## src/rtl/bank_capture.sv

```systemverilog
// bank_capture: triggered logic-capture engine.
// Samples four 8-bit input banks every cycle. Once armed, it waits for a
// masked trigger match and then writes DEPTH = 2**ADDR_W samples into a RAM
// write port, one every div+1 cycles. It then flags done.
//
// Ports:
//   clk, rst            clock and asynchronous active-high reset
//   arm, abort          single-cycle control pulses (abort wins over arm)
//   div                 sample period minus one
//   trig_mask/value     masked trigger compare on the sampled word
//   bank0..bank3        sampled inputs; bank0 -> bits [7:0]
//   mem_addr/data/we    RAM write port; word 0 carries trigger marker bit 32
//   busy, done, count   status; count = words written in current/last run
module bank_capture #(
  parameter int unsigned ADDR_W = 7,
  parameter int unsigned DIV_W  = 16
) (
  input  logic              clk,
  input  logic              rst,
  input  logic              arm,
  input  logic              abort,
  input  logic [DIV_W-1:0]  div,
  input  logic [31:0]       trig_mask,
  input  logic [31:0]       trig_value,
  input  logic [7:0]        bank0,
  input  logic [7:0]        bank1,
  input  logic [7:0]        bank2,
  input  logic [7:0]        bank3,
  output logic [ADDR_W-1:0] mem_addr,
  output logic [35:0]       mem_data,
  output logic              mem_we,
  output logic              busy,
  output logic              done,
  output logic [ADDR_W:0]   count
);

  localparam int unsigned DEPTH = 2 ** ADDR_W;
  localparam int unsigned CNT_W = ADDR_W + 1;

  typedef enum logic [1:0] {
    IDLE    = 2'd0,
    ARMED   = 2'd1,
    CAPTURE = 2'd2,
    DONE    = 2'd3
  } state_t;

  state_t            state;
  logic [31:0]       s_q;
  logic [DIV_W-1:0]  div_cnt;
  logic              match_c;

  // Masked trigger compare on the registered sample
  assign match_c = ((s_q ^ trig_value) & trig_mask) == 32'd0;

  // Capture FSM with registered outputs
  always_ff @(posedge clk or posedge rst) begin
    if (rst) begin
      state    <= IDLE;
      s_q      <= '0;
      div_cnt  <= '0;
      mem_addr <= '0;
      mem_data <= '0;
      mem_we   <= 1'b0;
      busy     <= 1'b0;
      done     <= 1'b0;
      count    <= '0;
    end else begin
      s_q    <= {bank3, bank2, bank1, bank0};
      mem_we <= 1'b0;
      if (abort) begin
        state   <= IDLE;
        busy    <= 1'b0;
        done    <= 1'b0;
        div_cnt <= '0;
      end else begin
        case (state)
          IDLE: begin
            if (arm) begin
              state <= ARMED;
              busy  <= 1'b1;
              count <= '0;
            end
          end
          ARMED: begin
            // Word 0 carries the trigger marker in bit 32
            if (match_c) begin
              state    <= CAPTURE;
              mem_we   <= 1'b1;
              mem_addr <= '0;
              mem_data <= {4'b0001, s_q};
              count    <= CNT_W'(1);
              div_cnt  <= '0;
            end
          end
          CAPTURE: begin
            // count reaches DEPTH with the write to DEPTH-1 visible; stop next
            if (count == CNT_W'(DEPTH)) begin
              state   <= DONE;
              busy    <= 1'b0;
              done    <= 1'b1;
              div_cnt <= '0;
            end else if (div_cnt == div) begin
              div_cnt  <= '0;
              mem_we   <= 1'b1;
              mem_addr <= mem_addr + ADDR_W'(1);
              mem_data <= {4'b0000, s_q};
              count    <= count + CNT_W'(1);
            end else begin
              div_cnt <= div_cnt + DIV_W'(1);
            end
          end
          DONE: begin
            if (arm) begin
              state <= ARMED;
              busy  <= 1'b1;
              done  <= 1'b0;
              count <= '0;
            end
          end
          default: begin
            state <= IDLE;
            busy  <= 1'b0;
            done  <= 1'b0;
          end
        endcase
      end
    end
  end

endmodule

```

## config.mk

```make
export PLATFORM = sky130hd
export DESIGN_NAME = bank_capture
export DESIGN_NICKNAME = d
export VERILOG_FILES = /design/src/rtl/bank_capture.sv
export SDC_FILE = /design/constraint.sdc
export NUM_CORES = 1
export LEC_CHECK = 0
export ABC_AREA = 1
export CORE_MARGIN = 5
export CORE_UTILIZATION = 48
export CTS_CLUSTER_SIZE = 30
export DETAILED_ROUTE_END_ITERATION = 6
export HOLD_SLACK_MARGIN = 0.15
export PLACE_DENSITY = 0.82
export SETUP_SLACK_MARGIN = 0.02
export SLEW_MARGIN = 0
export SYNTH_ARGS = -nofsm -noshare
export SYNTH_HDL_FRONTEND = slang
export SYNTH_SLANG_ARGS = --single-unit
```

## constraint.sdc

```tcl
create_clock -name clk -period 4.5 [get_ports clk]
set_clock_uncertainty 0.15 [all_clocks]
set_input_delay 1.125 -clock clk [delete_from_list [all_inputs] [get_ports clk]]
set_output_delay 1.125 -clock clk [all_outputs]
set_load 0.02 [all_outputs]
```

## After elaboration in Yosys (flattened, before gate mapping)

Cells that the tools add are included.

- Flip-flop bits (word level): 104
- Latch bits: 0
- RAM bits: 0
- Memory bits (read-only): 0
- Bits of input ports: 116
- Output and inout bits: 54
- Logic and storage cells: 77
- Memories kept: 0

- Add/subtract/negate cells: 3
- Multiply operators: 0
- Divide/modulo/power cells: 0
- Order comparisons: 0
- Equal/unequal tests: 13
- Shift operators: 0
- Multiplexer cells: 36
- Bitwise operators: 3
- Reduce and logical (&&, ||, !) cells: 13

Operators with widths:

| kind | number |
|---|---|
| $mux 36 | 3 |
| $pmux 36 s2 | 1 |
| $mux 16 | 4 |
| $and 32x32->32 | 1 |
| $logic_not 32->1 | 1 |
| $mux 8 | 4 |
| $pmux 16 s2 | 1 |
| $xor 32x32->32 | 1 |
| $pmux 8 s3 | 1 |
| $mux 7 | 3 |
| $add 16x1->16 const B | 1 |
| $eq 16x16->1 | 1 |
| $pmux 7 s2 | 1 |
| $mux 1 | 10 |
| $reduce_and 5->1 | 2 |
| $ne 3x3->1 const B | 3 |
| $reduce_and 3->1 | 3 |
| $reduce_bool 3->1 | 3 |
| $add 8x1->8 const B | 1 |
| $eq 8x8->1 const B | 1 |
| $mux 2 | 4 |
| $add 7x1->7 const B | 1 |
| $ne 2x2->1 const B | 3 |
| $pmux 1 s2 | 3 |
| 10 further kinds | 11 |

## Longest topological paths before layout

- Depth in word-level cells: 6
- Depth in mapped cells: 13
- Gate-level depth less buffers: 12

## Worst setup path before layout

OpenSTA, ideal clock, no wires.

- Path kind: input to register
- Start point: input trig_value[27]
- End point: register div_cnt[10]
- Library setup time: 0.066 ns
- Arrival: 2.318 ns
- Required time: 4.284 ns
- Setup slack: 1.966 ns
- Stages on the path: 11
- Path buffers: 1
- Cells stage by stage: or2_1 > nand3_1 > nand2_1 > nor2_1 > nand2_1 > nor2_1 > nand3_1 > nand2_2 > buf_2 > nand3_1 > nand2_1

- Cells in the longest elaborated chain, start to end: 5

RTL lines:

| element | line | source |
|---|---|---|
| start, declared | 24 | `input logic [31:0] trig_value,` |
| $xor 32x32->32 | 53 | `assign match_c = ((s_q ^ trig_value) & trig_mask) == 32'd0;` |
| $and 32x32->32 | 53 |  |
| $logic_not 32->1 | 53 |  |
| $ne 3x3->1 (no line) | -- |  |
| $reduce_and 2->1 (no line) | -- |  |
| end signal, assigned | 109 | `div_cnt <= div_cnt + DIV_W'(1);` |
| end, declared | 49 | `logic [DIV_W-1:0] div_cnt;` |

Every way passes these cells.
A chain may end at the register's enable or synchronous reset.

## Worst setup path in the final report

- Start point: input div[0]
- End point: register mem_data[25]

- Cells in the longest elaborated chain, start to end: 3

RTL lines:

| element | line | source |
|---|---|---|
| start, declared | 22 | `input logic [DIV_W-1:0] div,` |
| $eq 16x16->1 | 102 | `end else if (div_cnt == div) begin` |
| $ne 2x2->1 (no line) | -- |  |
| $reduce_and 5->1 (no line) | -- |  |
| end signal, assigned | 90 | `mem_data <= {4'b0001, s_q};` |
| end signal, assigned | 106 | `mem_data <= {4'b0000, s_q};` |
| end, declared | 30 | `output logic [35:0] mem_data,` |

Every way passes these cells.

==> impl_metrics.env <==
export IMPL_status="completed"
export IMPL_antenna_left=0
export IMPL_worstSetupEndpointType="flop"
export IMPL_routabilityCongestion=0.8929
export IMPL_clock_sinks=101
export IMPL_fin_util_pct=67.32
export IMPL_clock_path_buffers=2
export IMPL_hp_class="flop to flop"
export IMPL_final_cell_mix="nand2_1, clkdlybuf4s50_1, nand3_1, inv_1, dfrtp_1"
export IMPL_drc=0
export IMPL_finalPower_mw=3.337
export IMPL_die_x_um=117.5
export IMPL_required_ns=4.59
export IMPL_ys_top_cells_by_area="dfrtp_1, nand2_1, nand3_1"
export IMPL_r2r_start="count[0]"
export IMPL_num_vias=5367
export IMPL_hold_start="mem_data[1]"
export IMPL_pwr_share_seq_pct=36.4
export IMPL_drt_iter0_drc=340
export IMPL_post_place_ws_ns=1.009
export IMPL_fmax_mhz=317.8
export IMPL_root_buffer="clkbuf_16"
export IMPL_holdBufCountCts=0
export IMPL_worst_slack_ns=1.354
export IMPL_worst_path_max_fanout=23
export IMPL_ys_seq_area_share_pct=45.58
export IMPL_clk_pin_slew_worst_paths_ns=0.07
export IMPL_dp_hpwl_mm=11.17
export IMPL_cts_resized=0
export IMPL_synth_distinct_cells=28
export IMPL_die_area_mm2=0.01380
export IMPL_cts_buffers=9
export IMPL_netlist_area_mm2=0.005545
export IMPL_ios=170
export IMPL_overflow=0
export IMPL_tns_ns=0
export IMPL_grt_use_total_pct=21.68
export IMPL_routedWlPerCell_um=13.51
export IMPL_htreeDepth=3
export IMPL_rsz0062_at_grt="false"
export IMPL_setup_viol=0
export IMPL_finalNonFillerCells=1091
export IMPL_start_util_pct=48.77
export IMPL_n_fill_cell=1002
export IMPL_grt_pass1_vias=5274
export IMPL_drv_cap=0
export IMPL_power_leakage_nw=3.913
export IMPL_crit_type="primary input to flop"
export IMPL_die_h_um=117.5
export IMPL_period_minus_slack_ns=3.146
export IMPL_p_clk_share_pct=24.5
export IMPL_grt_pass1_wl_mm=25.01
export IMPL_fin_crit_sh_pct=69.92
export IMPL_drive_above_1_share_pct=4.536
export IMPL_ys_warn_count=0
export IMPL_firstDrtPassIters=5
export IMPL_dp_cells=1075
export IMPL_p_sw_share_pct=37.73
export IMPL_combPwrFrac_pct=39.1
export IMPL_vdd_ir_drop_max_mv=0.2749
export IMPL_nNetsFinal=1066
export IMPL_routed_via_density=4.919
export IMPL_final_common_cell="nand2_1"
export IMPL_row_count=39
export IMPL_antenna_cells=0
export IMPL_slew_violations=0
export IMPL_cts_setup_buffers=0
export IMPL_p_sw_mw=1.259
export IMPL_synth_cells=782
export IMPL_slew_headroom_pct=52.23
export IMPL_startpoint_type="primary input"
export IMPL_grt_max_degree=53
export IMPL_synth_avg_cell_area_um2=7.091
export IMPL_hold_violations=0
export IMPL_core_area_mm2=0.01137
export IMPL_worst_pin_slew_ns=0.7143
export IMPL_io_buffers=166
export IMPL_routed_wl_mm=14.74
export IMPL_cp_data_arrival_time_ns=3.23
export IMPL_cellPowerDensity_mw_per_mm2=436.0
export IMPL_clock_latency_ns=0.35
export IMPL_crit_start="div[0]"
export IMPL_synth_seq_cells=101
export IMPL_intPower_mw=2.078
export IMPL_syn_to_final_growth_pct=38.02
export IMPL_netlist_area_leader_share_pct=45.58
export IMPL_synth_largest_area_cell="dfrtp_1"
export IMPL_antenna_found_initial=0
export IMPL_cts_tree="done"
-- state kept, by name, summed over array words and instances, names as in the netlist --
register / flops
busy: 1
count: 8
div_cnt: 16
done: 1
mem_addr: 7
mem_data: 33
mem_we: 1
s_q: 32
state: 2
-- layout make-up --
cell class                 count  area (um^2)  area share (%)
sequential                   101         2527           33.02
multi-input combinational    546         2479           32.39
timing repair buffer         175         1742           22.76
inverter                     110        415.4           5.427
clock buffer                   9        225.2           2.943
tap                          143        178.9           2.338
clock inverter                 7        86.33           1.128
-- metrics by stage --
step	cell area (um^2)	hold slack (ns)
6_report	7654	0.3230
4_1_cts	7654	0.3262
3_3_place_gp	7342	0.3029
5_1_grt	7654	0.3417
3_5_place_dp	7342	0.3076
2_1_floorplan	5553	0.3397
-- Yosys cell counts --
library cell and number:
nand2_2 2, nand2_1 274, nand4_1 7, nor3_1 4
a31o_2 1, nor2_1 70, clkbuf_1 8, ha_1 7
or2_2 1, nand3_2 1, xnor2_1 4, nand3_1 132
inv_1 103, buf_6 1, buf_4 6, buf_2 10
buf_1 2, inv_2 7, nor4_1 4, nor2_2 2
a21oi_1 4, o21ai_0 8, o31ai_1 1, xor2_1 16
a21oi_2 2, conb_1 1, dfrtp_1 101, or2_1 3
-- layer usage --
metal / global-route usage [%] / vias to the layer above / part of all wire (%)
li1: - / 2746 / -
met1: 28.57 / 2444 / 43
met2: 36.35 / 158 / 49
met3: 4.421 / 19 / 6.3
met4: 6.093 / 0 / 1.7
met5: 0 / - / 0
-- final timing paths --
| kind | to | cells past startpoint | slack [ns] |
|---|---|---|---|
| max in group asynchronous | div_cnt[4] | 3 | 2.42 |
| min in group asynchronous | s_q[28] | 2 | 1.09 |
| setup / recovery | mem_data[25] | 13 | 1.35 |
| hold / removal | mem_data[1] | 2 | 0.32 |
| hold reg to reg | mem_data[1] | 2 | 0.32 |
| setup reg to reg | mem_data[25] | 9 | 1.84 |
-- cells by family after synthesis --
| logic type | Yosys count | synth area share, % |
|---|---|---|
| AOI/OAI and AO/OA | 16 | 1.692 |
| xor gates and xnor gates | 20 | 3.159 |
| adders and majority gates | 7 | 1.579 |
| buffers and inverters | 137 | 10.04 |
| DFF | 101 | 45.58 |
| other | 1 | 0.06762 |
| and+or+nand+nor | 500 | 37.88 |
-- critical path, cell delays in order --
cell and delay [ns]:
clkdlybuf4s50_1 0.48, inv_1 0.04, nand2_1 0.05, nand2_1 0.05, nor2_1 0.10, nand2_1 0.07
nor2_2 0.22, nand3_2 0.16, a21oi_4 0.40, nand2_1 0.14, buf_4 0.25, nand2_1 0.09
nand2_1 0.05
-- power by group through the flow --
stage | logic [mW] | registers (mW) | clock network (mW)
finish | 1.31 | 1.21 | 0.817
floorplan | 0.540 | 1.40 | 0
global route | 1.44 | 1.24 | 0.877
CTS | 1.32 | 1.21 | 0.829
global placement | 1.29 | 1.22 | 0
detailed placement | 1.32 | 1.23 | 0
Power figures use the tool's default switching activity.
